--- src/rtl/split_order_ctrl.sv ---
// split_order_ctrl: keeps packets leaving a two-branch splitter in push order,
// granting the forwarder or releasing rejected buffers strictly at the FIFO head.
module split_order_ctrl #(
  parameter int QUEUE_DEPTH = 8,
  parameter int QADDR_WIDTH = 3
) (
  input  logic                 clk,
  input  logic                 rst_n,
  input  logic                 push_done,
  input  logic                 push_choice,
  input  logic                 acc_left,
  input  logic                 acc_right,
  input  logic                 rej_left,
  input  logic                 rej_right,
  input  logic                 fwd_done,
  output logic                 fwd_valid,
  output logic                 fwd_sel,
  output logic                 rel_left,
  output logic                 rel_right,
  output logic [QADDR_WIDTH:0] count,
  output logic                 overflow,
  output logic                 busy
);
  localparam logic [1:0] IDLE = 2'd0, ARB = 2'd1, FWD = 2'd2;
  localparam logic [QADDR_WIDTH:0] FULL = (QADDR_WIDTH+1)'(QUEUE_DEPTH);
  logic [1:0]             r_state, w_next;
  logic [QUEUE_DEPTH-1:0] r_mem;
  logic [QADDR_WIDTH-1:0] r_wptr, r_rptr;
  logic w_head, w_acc, w_rej, w_grant, w_pop, w_push;
  assign w_head  = r_mem[r_rptr];
  assign w_acc   = w_head ? acc_right : acc_left;
  assign w_rej   = w_head ? rej_right : rej_left;
  assign w_grant = (r_state == ARB) && w_acc;
  assign w_pop   = ((r_state == ARB) && !w_acc && w_rej) || ((r_state == FWD) && fwd_done);
  // a full queue still takes a push when the head leaves on the same edge
  assign w_push  = push_done && ((count != FULL) || w_pop);
  always_comb begin
    w_next = (r_state == IDLE) ? ((count != '0) ? ARB : IDLE) :
             (r_state == ARB)  ? (w_grant ? FWD : (w_pop ? IDLE : ARB)) :
             (r_state == FWD)  ? (fwd_done ? IDLE : FWD) : IDLE;
  end
  always_ff @(posedge clk) begin
    if (w_push) r_mem[r_wptr] <= push_choice;
  end
  always_ff @(posedge clk or negedge rst_n) begin
    if (!rst_n) begin
      r_state   <= IDLE;
      r_wptr    <= '0;
      r_rptr    <= '0;
      count     <= '0;
      overflow  <= 1'b0;
      fwd_valid <= 1'b0;
      fwd_sel   <= 1'b0;
      rel_left  <= 1'b0;
      rel_right <= 1'b0;
      busy      <= 1'b0;
    end else begin
      r_state   <= w_next;
      r_wptr    <= w_push ? r_wptr + 1'b1 : r_wptr;
      r_rptr    <= w_pop ? r_rptr + 1'b1 : r_rptr;
      count     <= count + (QADDR_WIDTH+1)'(w_push) - (QADDR_WIDTH+1)'(w_pop);
      overflow  <= overflow | (push_done & ~w_push);
      fwd_valid <= (w_next == FWD);
      fwd_sel   <= w_grant ? w_head : fwd_sel;
      rel_left  <= w_pop & ~w_head;
      rel_right <= w_pop & w_head;
      busy      <= (w_next != IDLE);
    end
  end
endmodule

--- config.mk ---
export PLATFORM = sky130hd
export DESIGN_NAME = split_order_ctrl
export DESIGN_NICKNAME = d
export VERILOG_FILES = /design/src/rtl/split_order_ctrl.sv
export SDC_FILE = /design/constraint.sdc
export NUM_CORES = 1
export LEC_CHECK = 0
export ABC_AREA = 1
export BUFFER_PORTS_ARGS = -buffer_cell sky130_fd_sc_hd__clkbuf_2
export CAP_MARGIN = 0
export CORE_AREA = 2 2 58 60
export DETAILED_ROUTE_END_ITERATION = 6
export DIE_AREA = 0 0 60 62
export GPL_ROUTABILITY_DRIVEN = 1
export GPL_TIMING_DRIVEN = 0
export HOLD_SLACK_MARGIN = 0.03
export PLACE_DENSITY = 0.72
export SETUP_SLACK_MARGIN = 0.02
export SLEW_MARGIN = 20
export SYNTH_ARGS = -nofsm -noshare
export SYNTH_HDL_FRONTEND = slang
export SYNTH_SLANG_ARGS = --single-unit
--- constraint.sdc ---
create_clock -name clk -period 3 [get_ports clk]
set_clock_uncertainty 0.2 [all_clocks]
set_input_delay 0.6 -clock clk [delete_from_list [all_inputs] [get_ports clk]]
set_output_delay 0.6 -clock clk [all_outputs]
set_load 0.02 [all_outputs]
==> impl_metrics.toml, run 1 <==
[run_status]
outcome = "complete, no violations"

[worst_hold_path]
hp-class = "input pin to flip-flop"
min_to = "fwd_valid"
hold_depth = 2
min_from = "fwd_done"

[grt]
track_usage_pct = 12.7
grt_pass1_wl_um = 3480
grt_antenna_before_repair = 0
grt_pass1_vias = 843
grt_max_degree = 19
overflow = 0

[floorplan]
core_area_um2 = 3180
dieArea_um2 = 3720
start_util_pct = 42.4
die_x_um = 60
io_pins = 19
num_rows = 21
die_h_um = 62

[power]
p_leak_nw = 0.797
pwr_density_cell_nw_per_um2 = 1060
power_mw = 1.69
ir_worst_vdd_mv = 0.448

[place]
gp_congestion = 0.768
place_area_um2 = 1500
hpwl_um = 1590
placed_cells = 207
io_buffer_count = 18

[route]
drt_pass1_iterations = 6
drt-initial-drc-count = 22
wl_um = 2150
route.detailed.drc = 0
ant_nets = 0
num_vias = 961
detail_route.wl_per_cell_um = 10.1
viasPerCell = 4.49

[worst_setup_path]
cp_slowest_cell = "dfrtp_2"
cp_num_buf_inv = 3
path_cells = "inv_2 > nand2_1 > nand3_1 > nand3_4 > nand2_4 > nand2_1 > nand2_1 > nand3_2 > nand3_4 > nand2_4 > ha_1 > inv_1 > ha_1 > inv_1 > fa_1 > xnor2_1"
end_kind = "flip-flop"
r2r_setup_slack_ps = 260
cp.required_ps = 3020
critical_path_class = "flip-flop to flip-flop"
rr_worst_depth = 16
r2r-end = "count[2]"
critPathMaxFanout = 9
critPathMaxStageDelay_ps = 480
critPathTopFamily = "simple AND/OR/NAND/NOR gates"
crit_path_frequent_cell = "nand2_1"
worstReg2RegStart = "r_rptr[0]"
arrival_ps = 2760
start_kind = "flip-flop"

[cells_and_area]
layout_common_cells = "25 x nand2_1, 24 x inv_1, 18 x clkbuf_2"
drive_gt1_share_pct = 24.4
diodes = 0
post-route-cell-area_um2 = 1590
final_nets = 187
final_cells = 214
final_common_cell = "nand2_1"
area_growth_pct = 18.3

[timing]
setup_violations = 0
slew_headroom_pct = 66.9
fin_crit_ps = 2740
hold_violations = 0
worstMarginPinSlew_ps = 497
rsz0062_at_grt = "no"
setup_tns_ps = 0
finalMaxSlewViolations = 0
max_freq_ghz = 0.365
final.period_utilization_pct = 91.4

[flow_run]
max_cap_violations = 0

[clock_tree]
path_clk_slew_ps = 140
clk_path_buf_depth = 2
clk_latency_ps = 320
numCtsBuffers = 3
clock-sinks = 26
ctsHtreeMaxLevel = 1
cts_root_buf = "clkbuf_4"
cts_tree = "yes"

[yosys]
avgSynthCellArea_um2 = 9.42
synth_fp_nets = 161
syn_area_um2 = 1350
synthCells = 143
yosysSeqAreaShare_pct = 51.3
ys_ff_latch = 26
ys_types = 22
synth_warnings = 0
-- state kept, by name, summed over array words and instances, names as in the netlist --
| register | count |
|---|---|
| rel_right | 1 |
| fwd_sel | 1 |
| rel_left | 1 |
| count | 4 |
| fwd_valid | 1 |
| r_mem | 8 |
| r_state | 2 |
| r_rptr | 3 |
| busy | 1 |
| overflow | 1 |
| r_wptr | 3 |
-- final cells by class --
cell class	instances	area, um^2
fillers	295	1590
repair buffers	21	115
flip-flops and latches	26	692
plain buffers	1	5.00
well taps	46	57.6
multi-input cells	90	574
clock buffers	3	22.5
clock inverters	1	30.0
inverters	26	97.6
-- Yosys cell counts --
cell type / n / area share (%)
a21oi_1: 3 / 1.1
buf_2: 1 / 0.37
dfrtp_1: 18 / 33
edfxtp_1: 8 / 18
fa_1: 1 / 1.5
ha_1: 8 / 7.4
inv_1: 24 / 6.7
inv_2: 2 / 0.56
nand2_1: 25 / 7.0
nand2_2: 7 / 3.2
nand2_4: 1 / 0.84
nand3_1: 14 / 5.2
nand3_2: 4 / 3.0
nand3_4: 1 / 1.3
nand3b_1: 1 / 0.56
nand4_1: 1 / 0.46
nor2_1: 12 / 3.3
nor3b_1: 1 / 0.56
o21ai_0: 5 / 1.9
o21bai_1: 1 / 0.56
xnor2_1: 2 / 1.3
xor2_1: 3 / 2.0
-- stage by stage --
step                      hold slack [ps]  utilization, %  setup WS [ps]
after floorplan                       104               -            417
after global placement                260            47.0            248
after detailed placement              269            47.0            165
final                                 278            50.1            258
after CTS                             267            49.0            133
after global routing                  271            50.1           25.2
-- logic make-up (layout without fill, tap and decap cells) --
group / Yosys count / after routing / synth area share, %
adders and majority gates: 9 / 9 / 8.91
AOI/OAI and AO/OA: 9 / 9 / 3.53
DFF: 26 / 26 / 51.3
xor gates and xnor gates: 5 / 5 / 3.25
buffers and inverters: 27 / 52 / 7.61
and+or+nand+nor: 67 / 67 / 25.4
-- where the power goes --
| part | switching (mW) | internal, mW | total [mW] |
|---|---|---|---|
| clock network | 0.102 | 0.135 | 0.237 |
| logic | 0.505 | 0.331 | 0.836 |
| registers | 0.112 | 0.504 | 0.616 |
-- repair_timing --
| action | 4_1_cts | 5_1_grt |
|---|---|---|
| hold buffers | 1 | 0 |
| buffers inserted | 0 | 2 |
| endpoints found under the setup margin | 0 | 2 |
| hold endpoints to repair | 18 | 0 |
| gates resized for setup | 0 | 4 |
-- layer usage --
layer / vias to the layer above / track usage [%] / part of all wire, %
li1: 504 / - / -
met1: 435 / 15.2 / 46
met2: 20 / 22.0 / 49
met3: 2 / 3.73 / 3.8
met4: 0 / 3.81 / 1.1
met5: - / 0 / 0
-- worst max-delay path by stage --
stage               startpoint       end  slack (ps)  cells after the start
detailed placement   r_rptr[0]  count[2]         170                     16
CTS                  r_rptr[0]  count[2]         130                     16
global placement     r_rptr[0]  count[2]         250                     16
floorplan            r_rptr[0]  count[2]         420                     16
finish               r_rptr[0]  count[2]         260                     16
global route         r_rptr[0]  count[2]          30                     16
(Power assumes the default switching activity.)
==> run 2: changes to the inputs <==
Settings changed: CELL_PAD_IN_SITES_DETAIL_PLACEMENT from default to 0, CELL_PAD_IN_SITES_GLOBAL_PLACEMENT from default to 1, CORE_AREA 2 2 58 60 to 2 2 60 62, DIE_AREA 0 0 60 62 to 0 0 62 64, PLACE_DENSITY 0.72 to 0.83.
==> run 2 against run 1 <==
Effect of this change:
- critical path depth stayed put
- combinational power is 1% higher
- count of clock-buffer cells in the layout is 1 higher
- clock power is 38% lower
- largest cell class unchanged
- maximum frequency is 1.9% higher
- register-to-register slack better by 50 ps
- via count is 0.73% higher
- non-clock buffer count is 2 higher
- sequential power hardly changed
- final cell count is 0.93% higher
- global-route usage is 0.60 points higher
- hold slack better by 9.2 ps
==> impl_metrics.toml, run 2 (synthesis gave the netlist of run 1 again) <==
[run_status]
outcome = "complete, no violations"

[cells_and_area]
largest_register_ffs = 8
post-route-cell-area_um2 = 1590
top_register = "r_mem"
diodes = 0
largestRegisters = "r_mem: 8 flops, count: 4 flops"
layout_common_cells = "24 x inv_1, 24 x nand2_1, 18 x clkbuf_2"
final_nets = 189
area_growth_pct = 18.3
drive_gt1_share_pct = 25.9

[worst_setup_path]
critical_path_class = "flip-flop to flip-flop"
arrival_ps = 2700
worstReg2RegStart = "r_rptr[0]"
start_kind = "flip-flop"
end_kind = "flip-flop"
cp.required_ps = 3010
critPathMaxFanout = 9
setup.worst_path.start = "r_rptr[0]"

[route]
route.detailed.drc = 0
detail_route.wl_per_cell_um = 10.1
drt_pass1_iterations = 4
ant_nets = 0
drt-initial-drc-count = 43
num_vias = 968
viasPerCell = 4.48
wl_um = 2190

[grt]
grt_max_degree = 19
grt_pass1_wl_um = 3920
grt_pass1_vias = 922
overflow = 0
track_usage_pct = 13.3
grt_antenna_before_repair = 0

[clock_tree]
ctsHtreeMaxLevel = 1
numCtsBuffers = 3
cts_tree = "yes"
clk_path_buf_depth = 2
cts_root_buf = "clkbuf_4"
clk_latency_ps = 310
path_clk_slew_ps = 130
clock-sinks = 26

[power]
power_mw = 1.61
ir_worst_vdd_mv = 0.351
pwr_density_cell_nw_per_um2 = 1010
p_leak_nw = 0.790

[timing]
fin_crit_ps = 2690
setup_tns_ps = 0
finalMaxSlewViolations = 0
max_freq_ghz = 0.372
rsz0062_at_grt = "no"
slew_headroom_pct = 68.4
final.period_utilization_pct = 89.7
setup_violations = 0
finalHoldWorstSlack_ps = 287
worstMarginPinSlew_ps = 474
fin_ws_ps = 309
hold_violations = 0

[place]
hpwl_um = 1660
dpl_worst_slack_ps = 177
gp_congestion = 0.792
place_area_um2 = 1500
io_buffer_count = 18

[floorplan]
core_area_um2 = 3280
die_x_um = 62
die_h_um = 64
io_pins = 19
start_util_pct = 41.0
num_rows = 21
dieArea_um2 = 3970

[worst_hold_path]
hp-class = "input pin to flip-flop"
min_from = "fwd_done"

[flow_run]
max_cap_violations = 0
==> run 2: area by class of cell <==
cell class              count  area [um^2]
flip-flops and latches     26          692
inverters                  26         97.6
well taps                  46         57.6
plain buffers               1         5.00
multi-input cells          90          586
repair buffers             23          130
clock buffers               4         26.3
fillers                   320         1690
==> run 2: path summary, 6_finish.rpt <==
kind | endpoint | slack [ps] | cells past startpoint
max in group asynchronous | r_rptr[0] | 1700 | 2
min in group asynchronous | r_wptr[2] | 560 | 2
hold reg to reg | overflow | 300 | 1
hold / removal | fwd_valid | 290 | 2
setup / recovery | count[2] | 310 | 16
setup reg to reg | count[2] | 310 | 16
==> run 2: repair_timing <==
item                                    in CTS  in global routing
setup buffers                                0                  4
endpoints found under the setup margin       0                  2
resized for setup                            0                  5
hold endpoints to repair                    18                  0
hold buffers                                 1                  0
==> run 2: routing by layer <==
metal | vias to the layer above | track usage (%) | routed length, um
li1 | 505 | - | -
met5 | - | 0 | 0
met2 | 17 | 22.0 | 1100
met4 | 0 | 6.38 | 34
met3 | 2 | 1.82 | 55
met1 | 444 | 16.3 | 999
==> run 2: critical path, stage by stage, from the launching register on <==
cell and delay, ps:
dfrtp_2 480, inv_2 90, nand2_1 60, nand3_1 70, nand3_2 110, buf_4 150, nand3_1 70, nand2_2 70
nand3_4 80, nand3_4 110, nand2_8 140, ha_4 200, inv_1 50, ha_1 140, inv_1 60, fa_1 380
xnor2_1 140
==> run 2: per-stage QoR <==
stage | util (%) | instances
after floorplan | - | 143
after global placement | 45.5 | 207
after detailed placement | 45.5 | 207
after CTS | 46.6 | 212
after global routing | 48.5 | 216
final | 48.5 | 216
==> run 2: power breakdown <==
group	total (mW)	internal, mW	switching [mW]
clock	0.146	0.0519	0.0945
sequential	0.614	0.504	0.110
combinational	0.848	0.342	0.505
==> run 3: changes to the inputs <==
Settings changed: CELL_PAD_IN_SITES_DETAIL_PLACEMENT 0 to default, CELL_PAD_IN_SITES_GLOBAL_PLACEMENT 1 to default, CORE_AREA 2 2 60 62 to 2 2 62 64, DIE_AREA 0 0 62 64 to 0 0 64 66, PLACE_DENSITY 0.83 to 0.65.
==> run 3 against run 2 <==
Effect of this change:
- global-route usage shrank 1.5 points
- total power grew 0.26%
- maximum frequency is 2.0% lower
- largest cell class unchanged
- via count increased by 2.0%
- utilization fell by 4.6 points
==> impl_metrics.toml, run 3 (synthesis gave the netlist of run 1 again) <==
[run_status]
outcome = "complete, no violations"

[worst_setup_path]
rr_worst_depth = 16
end_kind = "flip-flop"
critPathMaxFanout = 9
worstReg2RegStart = "r_rptr[0]"
cp.required_ps = 3030
path_cells = "inv_2 > nand2_1 > nand3_1 > nand3_2 > nand2_2 > nand2_1 > nand2_1 > nand3_2 > nand3_4 > nand2_4 > ha_1 > inv_1 > ha_1 > inv_1 > fa_1 > xnor2_1"
critical_path_class = "flip-flop to flip-flop"
critPathMaxStageDelay_ps = 480
cp_slowest_cell = "dfrtp_2"
r2r_setup_slack_ps = 250
crit_path_frequent_cell = "nand2_1"
arrival_ps = 2780
r2r-end = "count[2]"
critPathCapture = "count[2]"
start_kind = "flip-flop"
setup.worst_path.start = "r_rptr[0]"

[cells_and_area]
layout_common_cells = "25 x nand2_1, 24 x inv_1, 18 x clkbuf_2"
top_register = "r_mem"
final_nets = 187
largestRegisters = "r_mem: 8 flops, count: 4 flops"
largest_register_ffs = 8
drive_gt1_share_pct = 24.4
fin_util_pct = 43.9
final_cells = 216
final_common_cell = "nand2_1"
area_growth_pct = 15.8
diodes = 0

[power]
ir_worst_vdd_mv = 0.338
p_clk_share_pct = 11.1
p_sw_share_pct = 44.1
power.internal_mw = 0.901
pwr_density_cell_nw_per_um2 = 1030
power_mw = 1.61
seqPwrFrac_pct = 38.2
p_sw_mw = 0.712
comb_power_share_pct = 50.7
p_leak_nw = 0.786

[timing]
rsz0062_at_grt = "no"
setup_violations = 0
final.period_utilization_pct = 91.5
worstMarginPinSlew_ps = 487
hold_violations = 0
finalMaxSlewViolations = 0
finalHoldWorstSlack_ps = 275
slew_headroom_pct = 67.5
fin_crit_ps = 2750
max_freq_ghz = 0.364
setup_tns_ps = 0

[clock_tree]
clk_path_buf_depth = 2
cts_tree = "yes"
clock-sinks = 26
clk_latency_ps = 330
ctsHtreeMaxLevel = 1
cts_root_buf = "clkbuf_4"
path_clk_slew_ps = 140
numCtsBuffers = 3

[floorplan]
dieArea_um2 = 4220
start_util_pct = 37.9
core_area_um2 = 3550
num_rows = 22
io_pins = 19
die_x_um = 64
die_h_um = 66

[place]
hpwl_um = 1780
placed_cells = 209
gp_congestion = 0.775
io_buffer_count = 18

[route]
viasPerCell = 4.57
drt-initial-drc-count = 40
num_vias = 987
detail_route.wl_per_cell_um = 10.6
route.detailed.drc = 0
ant_nets = 0
wl_um = 2290
drt_pass1_iterations = 4

[grt]
grt_pass1_vias = 911
busiest_layer = "met2"
grt_max_degree = 19
use_met2_pct = 21.2
grt_antenna_before_repair = 0
track_usage_pct = 11.8
overflow = 0
gr-usage-met3_pct = 2.21
grt_util_met1_pct = 13.8
grt_pass1_wl_um = 3880

[flow_run]
max_cap_violations = 0

[worst_hold_path]
hp-class = "input pin to flip-flop"
[run 3: cell types whose count changed in the layout (fill, tap and decap cells not counted), sizes merged]
cell / change
buf: -2
[run 3: layer usage]
metal / routed length [um] / vias to the layer above
met5: 0 / -
met1: 1000 / 455
met4: 45 / 0
met2: 1140 / 27
li1: - / 500
met3: 102 / 5
[run 3: worst max-delay path, delay by kind of cell (launching register included)]
family / cells / cell delay [ps]
AND/OR/NAND/NOR: 9 / 820
adder cells (fa/ha/maj): 3 / 810
flip-flops: 1 / 480
buffers and inverters: 3 / 200
XOR/XNOR: 1 / 140
[run 3: cell type report]
type                            instances  area (um^2)
Sequential cell                        26          692
Timing Repair Buffer                   21          115
Inverter                               26         97.6
Tap cell                               48         60.1
Multi-Input combinational cell         90          554
Buffer                                  1         5.00
Clock buffer                            4         36.3
Fill cell                             358         1990
[run 3: power by group through the flow]
| stage | clock [mW] | sequential [mW] | combinational (mW) |
|---|---|---|---|
| floorplan | 0 | 0.681 | 0.542 |
| global placement | 0 | 0.615 | 0.769 |
| detailed placement | 0 | 0.624 | 0.812 |
| CTS | 0.187 | 0.617 | 0.816 |
| global route | 0.202 | 0.636 | 0.927 |
| finish | 0.178 | 0.617 | 0.818 |
[run 3: worst min path at each step]
stage	from	to	depth (start not counted)
finish	fwd_done	fwd_valid	2
global route	fwd_done	fwd_valid	2
CTS	fwd_done	fwd_valid	2
detailed placement	overflow	overflow	1
global placement	overflow	overflow	1
floorplan	rst_n	busy	0
[run 3: repair_timing]
| action | CTS | global route |
|---|---|---|
| hold buffers | 1 | 0 |
| hold endpoints to repair | 18 | 0 |
| resized for setup | 0 | 1 |
| endpoints found under the setup margin | 0 | 2 |
| setup buffers | 0 | 2 |
[run 3: through the flow]
step | area [um^2] | setup slack (ps)
6_report | 1560 | 255
5_1_grt | 1560 | 18.2
4_1_cts | 1540 | 160
3_5_place_dp | 1500 | 181
3_3_place_gp | 1500 | 230
2_1_floorplan | 1350 | 417
